--- src/rtl/gold_count_ctrl_pkg.sv ---
// Shared game definitions for the gold counter: blink FSM state type and
// the default bar geometry.
package gold_count_ctrl_pkg;

  localparam int DEFAULT_MAX_GOLD     = 5;
  localparam int DEFAULT_COIN_PITCH_Y = 20;
  localparam int COUNT_W              = 3;

  typedef enum logic {
    IDLE  = 1'b0,
    BLINK = 1'b1
  } blink_state_t;

endpackage

--- src/rtl/gold_slot_decode.sv ---
// Maps the scan pixel onto the coin bar: in-bar test, slot index and
// visibility, with registered InsideRectangle and offsets.
module gold_slot_decode
  import gold_count_ctrl_pkg::*;
#(
  parameter int MAX_GOLD     = DEFAULT_MAX_GOLD,
  parameter int COIN_PITCH_Y = DEFAULT_COIN_PITCH_Y,
  parameter int BAR_WIDTH_X  = 16,
  parameter int TOP_LEFT_X   = 600,
  parameter int TOP_LEFT_Y   = 20
) (
  input  logic               clk,
  input  logic               resetN,
  input  logic [10:0]        pixelX,
  input  logic [10:0]        pixelY,
  input  logic [COUNT_W-1:0] displayCount,
  input  logic               suppress,
  output logic               InsideRectangle,
  output logic [10:0]        offsetX,
  output logic [10:0]        offsetY
);

  localparam logic [10:0] X_LO = 11'(TOP_LEFT_X);
  localparam logic [10:0] X_HI = 11'(TOP_LEFT_X + BAR_WIDTH_X);
  localparam logic [10:0] Y_LO = 11'(TOP_LEFT_Y);
  localparam logic [10:0] Y_HI = 11'(TOP_LEFT_Y + MAX_GOLD * COIN_PITCH_Y);

  logic                in_bar;
  logic                visible;
  logic                hit;
  logic [10:0]         off_x;
  logic [10:0]         off_y;
  logic [MAX_GOLD-1:1] row_reached;
  logic [COUNT_W-1:0]  slot;

  assign in_bar = (pixelX >= X_LO) && (pixelX < X_HI) &&
                  (pixelY >= Y_LO) && (pixelY < Y_HI);
  assign off_x  = pixelX - X_LO;
  assign off_y  = pixelY - Y_LO;

  // Slot index is the number of slot boundaries the row has passed.
  genvar gi;
  generate
    for (gi = 1; gi < MAX_GOLD; gi++) begin : g_row
      assign row_reached[gi] = off_y >= 11'(gi * COIN_PITCH_Y);
    end
  endgenerate

  always_comb begin
    slot = '0;
    for (int i = 1; i < MAX_GOLD; i++) begin
      if (row_reached[i]) slot = slot + 3'd1;
    end
  end

  // Coins stack from the bottom: slot must reach MAX_GOLD - displayCount.
  assign visible = ({1'b0, slot} + {1'b0, displayCount}) >= 4'(MAX_GOLD);
  assign hit     = in_bar && visible && !suppress;

  always_ff @(posedge clk or negedge resetN) begin
    if (!resetN) begin
      InsideRectangle <= 1'b0;
      offsetX         <= '0;
      offsetY         <= '0;
    end else begin
      InsideRectangle <= hit;
      offsetX         <= hit ? off_x : 11'd0;
      offsetY         <= hit ? off_y : 11'd0;
    end
  end

endmodule

--- src/rtl/gold_count_ctrl.sv ---
// Gold coin counter with collect/spend arbitration, a frame-synchronous
// display shadow and a blink FSM that flashes the bar after each change.
module gold_count_ctrl
  import gold_count_ctrl_pkg::*;
#(
  parameter int MAX_GOLD     = DEFAULT_MAX_GOLD,
  parameter int COIN_PITCH_Y = DEFAULT_COIN_PITCH_Y,
  parameter int BAR_WIDTH_X  = 16,
  parameter int TOP_LEFT_X   = 600,
  parameter int TOP_LEFT_Y   = 20,
  parameter int BLINK_FRAMES = 32,
  parameter int BLINK_PERIOD = 8
) (
  input  logic               clk,
  input  logic               resetN,
  input  logic               startOfFrame,
  input  logic [10:0]        pixelX,
  input  logic [10:0]        pixelY,
  input  logic               collectReq,
  input  logic               spendReq,
  input  logic [COUNT_W-1:0] spendAmount,
  output logic               spendAck,
  output logic               spendNack,
  output logic [COUNT_W-1:0] goldCount,
  output logic               goldFull,
  output logic               InsideRectangle,
  output logic [10:0]        offsetX,
  output logic [10:0]        offsetY
);

  localparam int FRAME_W = $clog2(BLINK_FRAMES + 1);

  logic               accept;
  logic [COUNT_W-1:0] after_spend;
  logic [COUNT_W-1:0] count_next;
  logic [COUNT_W-1:0] display_count;
  blink_state_t       state;
  logic [FRAME_W-1:0] frame_cnt;
  logic [FRAME_W-1:0] half_idx;
  logic               suppress;

  // Spend is resolved first; the collect only lands if room remains.
  always_comb begin
    accept      = spendReq && (spendAmount != 3'd0) && (spendAmount <= goldCount);
    after_spend = goldCount - (accept ? spendAmount : 3'd0);
    count_next  = after_spend;
    if (collectReq && (after_spend < 3'(MAX_GOLD))) begin
      count_next = after_spend + 3'd1;
    end
  end

  always_ff @(posedge clk or negedge resetN) begin
    if (!resetN) begin
      goldCount     <= '0;
      display_count <= '0;
      spendAck      <= 1'b0;
      spendNack     <= 1'b0;
    end else begin
      goldCount <= count_next;
      spendAck  <= accept;
      spendNack <= spendReq && !accept;
      if (startOfFrame) display_count <= goldCount;
    end
  end

  // A count change always (re)starts the blink, even if a frame tick coincides.
  always_ff @(posedge clk or negedge resetN) begin
    if (!resetN) begin
      state     <= IDLE;
      frame_cnt <= '0;
    end else if (count_next != goldCount) begin
      state     <= BLINK;
      frame_cnt <= FRAME_W'(BLINK_FRAMES);
    end else if (state == BLINK && startOfFrame) begin
      frame_cnt <= frame_cnt - 1'b1;
      if (frame_cnt == FRAME_W'(1)) state <= IDLE;
    end
  end

  assign half_idx = frame_cnt / FRAME_W'(BLINK_PERIOD);
  assign suppress = (state == BLINK) && half_idx[0];
  assign goldFull = goldCount == 3'(MAX_GOLD);

  gold_slot_decode #(
    .MAX_GOLD    (MAX_GOLD),
    .COIN_PITCH_Y(COIN_PITCH_Y),
    .BAR_WIDTH_X (BAR_WIDTH_X),
    .TOP_LEFT_X  (TOP_LEFT_X),
    .TOP_LEFT_Y  (TOP_LEFT_Y)
  ) u_slot_decode (
    .clk            (clk),
    .resetN         (resetN),
    .pixelX         (pixelX),
    .pixelY         (pixelY),
    .displayCount   (display_count),
    .suppress       (suppress),
    .InsideRectangle(InsideRectangle),
    .offsetX        (offsetX),
    .offsetY        (offsetY)
  );

endmodule

--- config.mk ---
export PLATFORM = sky130hd
export DESIGN_NAME = gold_count_ctrl
export DESIGN_NICKNAME = d
export VERILOG_FILES = /design/src/rtl/gold_count_ctrl_pkg.sv /design/src/rtl/gold_slot_decode.sv /design/src/rtl/gold_count_ctrl.sv
export SDC_FILE = /design/constraint.sdc
export NUM_CORES = 1
export LEC_CHECK = 0
export ABC_CLOCK_PERIOD_IN_PS = 4800
export BUFFER_PORTS_ARGS = -buffer_cell sky130_fd_sc_hd__buf_2
export CAP_MARGIN = 40
export CORE_ASPECT_RATIO = 0.8
export CORE_UTILIZATION = 54
export DETAILED_ROUTE_END_ITERATION = 8
export PLACE_DENSITY = 0.79
export SETUP_SLACK_MARGIN = 0.4
export SLEW_MARGIN = 40
export SYNTH_ARGS = -nofsm -noshare
export SYNTH_HDL_FRONTEND = slang
export SYNTH_SLANG_ARGS = --single-unit
--- constraint.sdc ---
create_clock -name clk -period 4.8 [get_ports clk]
set_input_delay 0.48 -clock clk [delete_from_list [all_inputs] [get_ports clk]]
set_output_delay 0.48 -clock clk [all_outputs]
set_load 0.01 [all_outputs]
Word level (Yosys, flattened, before mapping)
Index checks and enable logic that the tools add are counted.
W data, S select, Z words.
- multipliers: 0
- mux-type cells: 13
- divide/modulo/power cells: 0
- equal/unequal tests: 3
- order comparisons: 11
- bitwise logic cells: 0
- add/subtract/negate cells: 9
- shift operators: 0
- reduce and logical (&&, ||, !) cells: 17
- operator list (kind ; number):
    $ge A11 B5 Y1 const B ; 2
    $ge A11 B6 Y1 const B ; 2
    $mux W11 ; 2
    $mux W3 ; 5
    $mux W6 ; 2
    $ge A11 B10 Y1 const B ; 1
    $ge A11 B7 Y1 const B ; 1
    $logic_and A1 B1 Y1 ; 11
    $lt A11 B10 Y1 const B ; 1
    $lt A11 B7 Y1 const B ; 1
    $sub A11 B10 Y11 const B ; 1
    $sub A11 B5 Y11 const B ; 1
    $add A3 B1 Y3 const B ; 3
    $eq A6 B1 Y1 const B ; 1
    $sub A6 B1 Y6 const B ; 1
    $add A3 B3 Y4 ; 1
    $ge A4 B3 Y1 const B ; 1
    $mux W1 ; 4
    $reduce_bool A2 Y1 ; 2
    $eq A3 B3 Y1 const B ; 1
    $le A3 B3 Y1 ; 1
    $lt A3 B3 Y1 const B ; 1
    $ne A3 B3 Y1 ; 1
    $reduce_bool A3 Y1 ; 1
    4 further kinds ; 5
- ROM bits: 0
- flip-flop bits (word level): 38
- input port bits: 30
- RAM bits: 0
- memories: 0
- latch bits: 0

Logic depth before layout (Yosys ltp)
Gate-level depths: netlist (run 1).
- depth after elaboration: 14
- mapped depth: 20
- gate-level depth less buffers: 20

Modules after synthesis
A second synthesis (run 1) with hierarchy kept.
- cells, all modules: 274
- area, all modules: 2588.7 µm²
- by module, submodules not included (module ; area each (µm²) ; sequential area each (µm²) ; cells each ; instances):
    gold_slot_decode ; 1463.9 ; 575.6 ; 155 ; 1
    gold_count_ctrl ; 1124.8 ; 375.4 ; 119 ; 1

Worst setup path after synthesis (run 1)
Ideal clock, no wire load.
- kind: input port to flip-flop
- start: input pixelY[2]
- end: register u_slot_decode.offsetX[5]
- data arrival time: 4.248 ns
- stages: 19
- setup slack: 0.480 ns
- data required time: 4.728 ns
- cell sequence: inv_1 > ha_1 > nor2b_1 > nor4_2 > xor2_1 > nor4_1 > o21ai_0 > inv_1 > ha_1 > xor2_1 > ha_1 > mux2i_1 > fa_1 > nand2b_1 > a221o_1 > a221oi_1 > or4_1 > clkbuf_1 > nor2_1
- word-level cells in the longest chain between the ends: 14
- elaborated cells on any way between the ends: 21
- ends and longest elaborated chain (what ; RTL line ; RTL):
    start: declaration ; gold_count_ctrl.sv:18 ; input logic [10:0] pixelY,
    $sub A11 B5 Y11 ; gold_slot_decode.sv:39 ; assign off_y = pixelY - Y_LO;
    $ge A11 B5 Y1 ; gold_slot_decode.sv:45 ; assign row_reached[gi] = off_y >= 11'(gi * COIN_PITCH_Y);
    $mux W1 ; gold_slot_decode.sv:52 ; if (row_reached[i]) slot = slot + 3'd1;
    $add A1 B1 Y2 ; gold_slot_decode.sv:52 ;
    $mux W3 ; gold_slot_decode.sv:52 ;
    $add A3 B1 Y3 ; gold_slot_decode.sv:52 ;
    $mux W3 ; gold_slot_decode.sv:52 ;
    $add A3 B1 Y3 ; gold_slot_decode.sv:52 ;
    $mux W3 ; gold_slot_decode.sv:52 ;
    $add A3 B3 Y4 ; gold_slot_decode.sv:57 ; assign visible = ({1'b0, slot} + {1'b0, displayCount}) >= 4'(MAX_GOLD);
    $ge A4 B3 Y1 ; gold_slot_decode.sv:57 ;
    $logic_and A1 B1 Y1 (*) (2 in a row) ; gold_slot_decode.sv:58 ; assign hit = in_bar && visible && !suppress;
    $mux W11 (*) ; gold_slot_decode.sv:67 ; offsetX <= hit ? off_x : 11'd0;
    end signal: assignment ; gold_slot_decode.sv:67 ;
    end: declaration ; gold_slot_decode.sv:19 ; output logic [10:0] offsetX,
Every way passes the cells marked *; elsewhere a longest branch is shown, timed or not.
A chain may end at the register's enable or synchronous reset.

Worst setup path in the final report (run 1)
- start: input pixelY[2]
- end: register u_slot_decode.offsetY[6]
- word-level cells in the longest chain between the ends: 14
- elaborated cells on any way between the ends: 21
- ends and longest elaborated chain (what ; RTL line ; RTL):
    $sub A11 B5 Y11 ; gold_slot_decode.sv:39 ;
    $ge A11 B5 Y1 ; gold_slot_decode.sv:45 ;
    $mux W1 ; gold_slot_decode.sv:52 ;
    $add A1 B1 Y2 ; gold_slot_decode.sv:52 ;
    $mux W3 ; gold_slot_decode.sv:52 ;
    $add A3 B1 Y3 ; gold_slot_decode.sv:52 ;
    $mux W3 ; gold_slot_decode.sv:52 ;
    $add A3 B1 Y3 ; gold_slot_decode.sv:52 ;
    $mux W3 ; gold_slot_decode.sv:52 ;
    $add A3 B3 Y4 ; gold_slot_decode.sv:57 ;
    $ge A4 B3 Y1 ; gold_slot_decode.sv:57 ;
    $logic_and A1 B1 Y1 (2 in a row) ; gold_slot_decode.sv:58 ;
    $mux W11 (*) ; gold_slot_decode.sv:68 ; offsetY <= hit ? off_y : 11'd0;
    end signal: assignment ; gold_slot_decode.sv:68 ;
    end: declaration ; gold_slot_decode.sv:20 ; output logic [10:0] offsetY
Marked as above.

==> results of run 1 <==
[kinds of logic after synthesis]
kind of cell,synth area share
AOI/OAI and AO/OA,0.152
xor gates and xnor gates,0.0557
adders and majority gates,0.110
buffers and inverters,0.0438
DFF,0.378
muxes,0.0294
other,0.00149
and+or+nand+nor,0.229
[critical path: stages]
cell and delay (ps):
clkbuf_4 180, inv_4 60, ha_4 180, nor2b_4 180, nand2b_4 180, nand2_1 90, nor4_4 350, and3_4 230
ha_1 270, xor2_1 180, ha_1 310, mux2i_1 200, fa_1 440, nand2b_1 100, a221o_1 140, a221oi_1 90
or4_4 550, buf_6 160, a21oi_1 130
[sequential cells by signal, indices dropped and copies added (netlist names)]
signal / count
u_slot_decode.offsetX: 11
frame_cnt: 6
u_slot_decode.InsideRectangle: 1
state: 1
spendAck: 1
u_slot_decode.offsetY: 11
goldCount: 3
spendNack: 1
display_count: 3
[final cells by class]
type	count	share of cell area
clock buffer	5	0.0218
clock inverter	3	0.0218
inverter	19	0.0234
multi-input combinational	210	0.492
sequential	38	0.301
tap	57	0.0226
timing repair buffer	67	0.117
[worst paths after layout]
kind                                                 end  depth (start not counted)  slack (ps)              from
worst max-delay path            u_slot_decode.offsetY[6]                         19         510         pixelY[2]
worst min-delay path            u_slot_decode.offsetY[6]                          1         140            resetN
worst max register to register              frame_cnt[2]                         13         760      goldCount[1]
worst min register to register          display_count[2]                          1         540  display_count[2]
max in group asynchronous       u_slot_decode.offsetX[1]                          1        4330            resetN
min in group clk                u_slot_decode.offsetX[3]                          2         390         pixelX[3]
[where the power goes]
group          switching, mW  internal, mW
Clock                  0.122         0.208
Sequential            0.0418         0.364
Combinational          0.444         0.292
Total                  0.608         0.864
[per-layer routing]
layer	up-vias	GRT usage	part of all wire
li1	1113	-	-
met5	-	0	0
met1	1110	0.362	0.44
met3	11	0.0394	0.064
met2	83	0.420	0.48
met4	0	0.0787	0.015
[cell usage in the layout, fill, tap and decap left out, types with 4 or more instances in the layout]
cell type  count
o21ai_0        7
xnor2_1        8
nand2_1       25
xor2_1         7
mux2i_1        4
inv_1         15
o22ai_1        7
and2_1         8
buf_4          9
buf_2         55
ha_1          18
nor2_1        26
clkbuf_8       5
nand4_1        8
nand3_1       12
a21oi_1        7
dfrtp_1       38
o21a_1         5
[timing repair]
item	in CTS	in global routing
endpoints found under the setup margin	21	21
buffers inserted	0	3
gates resized for setup	6	21
hold buffers	0	0
hold endpoints to repair	0	0
pin swaps	2	7
[metrics by stage]
stage          setup WS [ps]  setup TNS (ps)
3_3_place_gp             211               0
4_1_cts                  421               0
3_5_place_dp           -22.8            -101
6_report                 506               0
2_1_floorplan            480               0
5_1_grt                  310               0
==> flow_summary_export.csv, run 1 <==
group,metric,value,unit
layout,finish.net_count,392,
synth,synth_seq_cells,38,
sta,measured_slew_at_the_worst_slew_check_pin,786,ps
sta,fin_worst_hold_slack,143,ps
global_route,grt_remaining_overflow,0,
synth,synth.yosys.seq_area_share,0.378,
synth,number_of_synthesized_flops_with_an_enable_pin,0,
floorplanning,coreArea,4340,µm²
global_route,grt_pass1_vias,2188,
global_route,grtUsageTotal,0.261,
layout,layout-drive-gt1-share,0.298,
power_and_ir_drop,total_power_after_layout,1.47,mW
synth,ys_dominant_reg_cell,"dfrtp_1",
global_route,global_route_wire_length_before_repair,10.1,mm
clock_tree,tritoncts_clock_tree,"done",
placed_design,post_dp_cell_area,2890,µm²
synth,postSynth.asyncResetShare,1.00,
sta,slew_viol_final,0,
worst_hold_path,min-delay-path-class,"input port to async pin",
synth,synthDominantAreaCellType,"dfrtp_1",
worst_setup_path,critPathKind,"input port to register",
routing,remaining_antenna_violation_count,0,
routing,wire_per_inst,15.8,µm
power_and_ir_drop,power_density,466,nW/µm²
synth,synthMostInstantiatedCell,"dfrtp_1",
layout,number_of_inserted_filler_cells_in_the_final_layout,342,
placed_design,post-place-cells,388,
layout,post_layout_inst_area,3150,µm²
worst_setup_path,worst-endpoint-required,5020,ps
layout,final_core_occ,0.728,
synth,post_synth_num_cell_types,55,
clock_tree,clock-sinks,38,
sta,unrepaired_setup_endpoints_after_global_routing,"false",
floorplanning,die_width,78.3,µm
layout,finalNonFillerCells,399,
sta,timing.final.setup_violations,0,
routing,dr_vias,2317,
layout,area_growth,25.4,%
synth,synth_top_area_share,0.378,
worst_setup_path,cp.arrival,4510,ps
floorplanning,dieHeight,63.0,µm
placed_design,place_hpwl,4.41,mm
clock_tree,clock_pin_slew_on_the_worst_setup_and_hold_paths,80,ps
power_and_ir_drop,ir_drop,456,µV
floorplanning,floorplan.io_pins,59,
global_route,grt_max_degree,39,
sta,layout_min_cycle_time,4290,ps
worst_setup_path,worstSetupStartpointType,"input port",
routing,wl,6.30,mm
synth,synthesis.area_per_instance,9.18,µm²
placed_design,gp_congestion,0.934,
routing,drt-vias-per-instance,5.81,
synth,synth.cell_area,2510,µm²
sta,finalCritPeriodShare,0.894,
sta,timing_hold_violations_final,0,
synth,synth.top_cells.by_area,"dfrtp_1 (38%), ha_1 (9.5%), nor2_1 (4.0%)",
synth,syn_inst,274,
sta,worst_clock_skew,8.90,ps
routing,detailedRoute.firstIterationViolations,172,
clock_tree,root_buffer,"clkbuf_8",
floorplanning,die_area,4940,µm²
worst_setup_path,worst-path-max-fanout,7,
synth,synth_warnings,0,
clock_tree,cts.htree.levels,2,
worst_setup_path,setup.worst_path.end_class,"register",
floorplanning,rows,21,
clock_tree,numCtsBuffers,5,
floorplanning,floorplan.initialDensity,0.580,
routing,route.detailed.drc,0,
placed_design,port-buffer-count,58,
layout,multiInputGateArea,1550,µm²
outcome,run_status,"completed",
run,drv.max_cap_violation_count,0,
routing,first_pass_iters,5,
layout,antenna-diode-count,0,
synth,synthTopCellsByCount,"dfrtp_1 (38), nor2_1 (27), nand2_1 (25), ha_1 (19), inv_1 (18)",
sta,relSlewSlack,0.472,
sta,clock.fmax,233,MHz
clock_tree,insertion_delay,300,ps
global_route,number_of_antenna_violations_at_the_first_check_in_global_routing,0,
power_and_ir_drop,cellLeakagePower,1.54,nW
layout,sequential_area,951,µm²
clock_tree,cts_buffer_depth,2,
(Power assumes the default switching activity.)
==> run 2: changes to the inputs <==
Settings changed: CORE_UTILIZATION 54 to 30, PLACE_DENSITY 0.79 to 0.49.
==> run 2 against run 1 <==
Against the previous run:
- combinational power grew 2%
- first-iteration DRC count down 59%
- wire length shrank 5.0%
- sequential cell count is the same
- clock power hardly changed
- power increased by 0.81%
- critical path depth is 1 lower
- worst hold slack improved by 5.8 ps
- worst setup slack better by 77 ps
- sequential power about the same
==> flow_summary_export.csv, run 2 (same netlist as run 1, synthesis figures left out) <==
group,metric,value,unit
clock_tree,insertion_delay,300,ps
layout,number_of_inserted_filler_cells_in_the_final_layout,813,
global_route,grtUsageTotal,0.143,
placed_design,post_dp_cell_area,2980,µm²
sta,layout_min_cycle_time,4220,ps
floorplanning,die_area,8760,µm²
worst_setup_path,critPathBufInv,3,
sta,relSlewSlack,0.631,
floorplanning,dieHeight,83.9,µm
routing,detailedRoute.firstIterationViolations,70,
global_route,grt_pass1_vias,2075,
worst_setup_path,worst-path-max-fanout,7,
clock_tree,ctsHoldBuffers,0,
power_and_ir_drop,power_density,463,nW/µm²
placed_design,post-place-cells,442,
power_and_ir_drop,ir_drop,201,µV
layout,layout-drive-gt1-share,0.289,
power_and_ir_drop,share_comb_of_total_power,0.506,
placed_design,place_hpwl,4.54,mm
worst_setup_path,cp.arrival,4450,ps
layout,post_layout_inst_area,3200,µm²
routing,wire_per_inst,13.2,µm
worst_setup_path,setup.worst_path.end_class,"register",
layout,final_core_occ,0.399,
sta,slew_viol_final,0,
power_and_ir_drop,sequentialPowerShare,0.272,
placed_design,gp_congestion,0.800,
floorplanning,coreArea,8020,µm²
power_and_ir_drop,cell_internal_pwr,879,µW
routing,dr_vias,2214,
routing,wl,5.98,mm
sta,timing.final.setup_violations,0,
worst_setup_path,cpMostUsedCell,"ha_1",
clock_tree,cts.htree.levels,2,
clock_tree,numCtsBuffers,5,
global_route,number_of_antenna_violations_at_the_first_check_in_global_routing,0,
sta,worst_clock_skew,9.92,ps
power_and_ir_drop,cellLeakagePower,1.55,nW
sta,timing_hold_violations_final,0,
layout,area_growth,27.3,%
worst_setup_path,worst-endpoint-required,5030,ps
clock_tree,root_buffer,"clkbuf_8",
layout,antenna-diode-count,0,
clock_tree,clock-sinks,38,
global_route,global_route_wire_length_before_repair,10.0,mm
worst_setup_path,critical-path-max-stage-delay,560,ps
worst_setup_path,crit_path_top_delay_cell,"or4_4",
sta,measured_slew_at_the_worst_slew_check_pin,550,ps
routing,drt-vias-per-instance,4.88,
worst_setup_path,rr_worst_depth,14,
floorplanning,rows,29,
clock_tree,tritoncts_clock_tree,"done",
power_and_ir_drop,swShare,0.408,
worst_setup_path,crit_family,"simple AND/OR/NAND/NOR gates",
clock_tree,clock_pin_slew_on_the_worst_setup_and_hold_paths,80,ps
layout,multiInputGateArea,1510,µm²
layout,final_common_cell,"buf_2",
sta,fin_worst_hold_slack,148,ps
outcome,run_status,"completed",
floorplanning,die_width,104,µm
worst_setup_path,crit_path_cell_trace,"buf_2, or2_4, nor4_4, xor2_2, nor4_2, and3_1, ha_1, xor2_1, ha_1, mux2i_1, fa_1, nand2b_1, a221o_1, a221oi_1, or4_4, inv_4, buf_6, and2_1",
placed_design,place_ws,-41.4,ps
worst_setup_path,r2r_setup_slack,900,ps
power_and_ir_drop,clkPwrFrac,0.222,
power_and_ir_drop,power.switching,604,µW
sta,finalCritPeriodShare,0.878,
worst_setup_path,worstSetupStartpointType,"input port",
power_and_ir_drop,total_power_after_layout,1.48,mW
sta,unrepaired_setup_endpoints_after_global_routing,"false",
placed_design,port-buffer-count,58,
sta,fin_tns_setup,0,ps
layout,finish.net_count,396,
layout,largestRegisters,"u_slot_decode.offsetX x11, u_slot_decode.offsetY x11, frame_cnt x6",
routing,remaining_antenna_violation_count,0,
sta,setup_ws,583,ps
layout,finalNonFillerCells,454,
floorplanning,floorplan.io_pins,59,
layout,leading_cell_types_in_the_layout_fill_and_taps_excluded,"buf_2 (57), dfrtp_1 (38), nor2_1 (27)",
layout,sequential_area,951,µm²
global_route,grt_remaining_overflow,0,
worst_setup_path,critical_path_depth,18,
run,drv.max_cap_violation_count,0,
worst_hold_path,min-delay-path-class,"input port to async pin",
floorplanning,floorplan.initialDensity,0.314,
routing,route.detailed.drc,0,
sta,clock.fmax,237,MHz
global_route,grt_max_degree,39,
clock_tree,cts_buffer_depth,2,
worst_setup_path,critPathKind,"input port to register",
routing,first_pass_iters,4,
-- run 2: cell count changes in the layout (fill, tap and decap cells not counted), moves of 2 or more --
cell      before  now
o21ai_0        7    9
buf_2         55   57
buf_4          9   13
clkbuf_4       2    0
-- run 2: what timing repair did --
item | 4_1_cts | 5_1_grt
pin swaps | 0 | 8
resized for setup | 4 | 14
setup buffers | 0 | 4
gates cloned | 0 | 0
endpoints found under the setup margin | 21 | 21
-- run 2: metal layers --
metal,global-route usage,share of wire,wire [µm],vias up
li1,-,-,-,1119
met1,0.207,0.52,3120,1054
met2,0.214,0.44,2620,36
met3,0.0281,0.031,187,5
met4,0.0416,0.0095,57,0
met5,0,0,0,-
-- run 2: power by group through the flow --
| stage | clock network, mW | registers [mW] | logic (mW) |
|---|---|---|---|
| global placement | 0 | 0.412 | 0.736 |
| floorplan | 0 | 0.412 | 0.520 |
| detailed placement | 0 | 0.410 | 0.738 |
| global route | 0.352 | 0.412 | 0.841 |
| CTS | 0.342 | 0.404 | 0.742 |
| finish | 0.329 | 0.404 | 0.750 |
-- run 2: worst register-to-register path, stage by stage (launching register included) --
cell	delay, ps
dfrtp_1	470
inv_1	120
ha_1	320
and3b_1	200
o21ai_0	290
and3_1	220
ha_1	140
inv_1	50
fa_1	440
xor2_1	200
or3_1	380
a2111oi_0	510
nor4_2	120
buf_4	190
o32a_1	150
-- run 2: final timing paths --
check | from | to
setup reg to reg | goldCount[2] | frame_cnt[5]
setup / recovery | pixelY[5] | u_slot_decode.offsetX[2]
min in group clk | pixelX[3] | u_slot_decode.offsetX[3]
max in group asynchronous | resetN | display_count[1]
hold reg to reg | display_count[2] | display_count[2]
hold / removal | resetN | u_slot_decode.offsetX[6]
-- run 2: cell type report --
class                      count  share of cell area
inverter                      19              0.0231
multi-input combinational    210               0.472
timing repair buffer          71               0.123
clock buffer                   5              0.0215
clock inverter                 3              0.0215
tap                          108              0.0422
sequential                    38               0.297
==> run 3: changes to the inputs <==
Settings changed: CTS_BUF_LIST from default to sky130_fd_sc_hd__clkbuf_2, SLEW_MARGIN 40 to default.
==> run 3 against run 2 <==
Against the previous run:
- combinational power barely moved
- clock-buffer cell count is the same
- final area is 2.2% lower
- non-clock buffer count shrank 2
- clock skew rose by 1.3 ps
==> flow_summary_export.csv, run 3 (same netlist as run 1, synthesis figures left out) <==
group,metric,value,unit
layout,area_growth,24.5,%
worst_setup_path,crit_path_top_delay_cell,"or4_4",
routing,route.detailed.drc,0,
sta,timing.final.setup_violations,0,
clock_tree,tritoncts_clock_tree,"done",
layout,multiInputGateArea,1490,µm²
sta,fin_tns_setup,0,ps
worst_setup_path,critPathBufInv,3,
global_route,grt_max_degree,31,
power_and_ir_drop,ir_drop,166,µV
global_route,grt_remaining_overflow,0,
routing,remaining_antenna_violation_count,0,
floorplanning,coreArea,8020,µm²
global_route,global_route_wire_length_before_repair,9.58,mm
layout,leading_cell_types_in_the_layout_fill_and_taps_excluded,"buf_2 (58), dfrtp_1 (38), nor2_1 (27)",
layout,largestRegisters,"u_slot_decode.offsetX x11, u_slot_decode.offsetY x11, frame_cnt x6",
worst_setup_path,setup.worst_path.end_class,"register",
floorplanning,floorplan.initialDensity,0.314,
placed_design,port-buffer-count,58,
layout,antenna-diode-count,0,
placed_design,gp_congestion,0.800,
layout,finalNonFillerCells,452,
layout,post_layout_inst_area,3130,µm²
routing,wl,5.88,mm
worst_setup_path,critPathKind,"input port to register",
power_and_ir_drop,total_power_after_layout,1.41,mW
routing,detailedRoute.firstIterationViolations,86,
sta,fin_worst_hold_slack,267,ps
placed_design,post_dp_cell_area,2990,µm²
worst_setup_path,worstSetupStartpointType,"input port",
clock_tree,numCtsBuffers,5,
outcome,run_status,"completed",
worst_setup_path,crit_path_cell_trace,"buf_2, inv_1, ha_4, nor2b_2, nor4_4, xor2_1, nor4_2, and3_1, ha_1, xor2_1, ha_1, mux2i_1, fa_1, nand2b_1, a221o_1, a221oi_1, or4_4, buf_4, a21oi_1",
clock_tree,clock-sinks,38,
clock_tree,clock_pin_slew_on_the_worst_setup_and_hold_paths,200,ps
sta,relSlewSlack,0.647,
layout,final_common_cell,"buf_2",
placed_design,post-place-cells,443,
global_route,number_of_antenna_violations_at_the_first_check_in_global_routing,0,
floorplanning,die_width,104,µm
placed_design,place_ws,-46.4,ps
routing,drt-vias-per-instance,4.90,
floorplanning,rows,29,
worst_setup_path,worst-path-max-fanout,7,
clock_tree,cts_buffer_depth,2,
routing,wire_per_inst,13.0,µm
power_and_ir_drop,cellLeakagePower,1.52,nW
worst_setup_path,worst-endpoint-required,5120,ps
layout,number_of_inserted_filler_cells_in_the_final_layout,824,
sta,layout_min_cycle_time,4150,ps
sta,slew_viol_final,0,
sta,finalCritPeriodShare,0.865,
placed_design,place_hpwl,4.57,mm
worst_hold_path,min-delay-path-class,"input port to register",
layout,finish.net_count,394,
floorplanning,die_area,8760,µm²
routing,dr_vias,2214,
layout,layout-drive-gt1-share,0.273,
layout,final_core_occ,0.390,
sta,unrepaired_setup_endpoints_after_global_routing,"false",
sta,clock.fmax,241,MHz
floorplanning,floorplan.io_pins,59,
floorplanning,dieHeight,83.9,µm
sta,measured_slew_at_the_worst_slew_check_pin,516,ps
sta,timing_hold_violations_final,0,
worst_setup_path,cp.arrival,4470,ps
power_and_ir_drop,power_density,449,nW/µm²
worst_setup_path,crit_family,"simple AND/OR/NAND/NOR gates",
routing,first_pass_iters,4,
layout,sequential_area,951,µm²
global_route,grt_pass1_vias,2008,
clock_tree,cts.htree.levels,2,
sta,worst_clock_skew,11.3,ps
global_route,grtUsageTotal,0.135,
run,drv.max_cap_violation_count,0,
worst_setup_path,critical-path-max-stage-delay,560,ps
sta,setup_ws,648,ps
clock_tree,insertion_delay,380,ps
clock_tree,post_cts_buffers,0,
clock_tree,root_buffer,"clkbuf_2",
[run 3: cell count changes in the layout (fill, tap and decap cells not counted), sizes merged]
cell,delta
buf,-3
dlygate4sd3,+1
[run 3: cell type report]
type | instances | area share
multi-input combinational | 210 | 0.476
sequential | 38 | 0.304
timing repair buffer | 69 | 0.124
tap | 108 | 0.0432
inverter | 19 | 0.0228
clock inverter | 3 | 0.0220
clock buffer | 5 | 0.00799
[run 3: worst register-to-register path: stages, from the launching register on]
cell and delay (ps):
dfrtp_1 510, inv_1 120, ha_1 320, and3b_1 200, o21ai_0 280, and3_1 220, ha_1 140, inv_1 50
fa_1 440, xor2_1 200, or3_1 380, a2111oi_0 530, nor4_2 120, buf_4 190, o32a_1 160
[run 3: report_power, final]
part | switching (mW) | internal, mW
sequential | 0.0415 | 0.363
combinational | 0.441 | 0.307
clock | 0.111 | 0.141
[run 3: worst paths after layout]
check                                      start                        to  slack, ps  cells past startpoint
worst min-delay path                   pixelX[3]  u_slot_decode.offsetX[3]        270                      2
max in group asynchronous                 resetN                  spendAck       3930                      3
worst max-delay path                   pixelY[3]  u_slot_decode.offsetY[6]        650                     19
min in group asynchronous                 resetN  u_slot_decode.offsetX[8]        450                      2
worst max register to register      goldCount[2]                     state        860                     14
worst min register to register  display_count[2]          display_count[2]        560                      1
[run 3: what timing repair did]
action,in CTS,in global routing
hold buffers,1,0
pin swaps,0,2
gates resized for setup,1,9
endpoints found under the hold margin,8,0
endpoints found under the setup margin,7,21
[run 3: routing by layer]
layer / routed length (µm) / up-vias / global-route usage / part of all wire
met5: 0 / - / 0 / 0
met4: 36 / 0 / 0.0377 / 0.0061
met3: 171 / 2 / 0.0258 / 0.029
met2: 2570 / 31 / 0.208 / 0.44
met1: 3100 / 1064 / 0.193 / 0.53
li1: - / 1117 / - / -
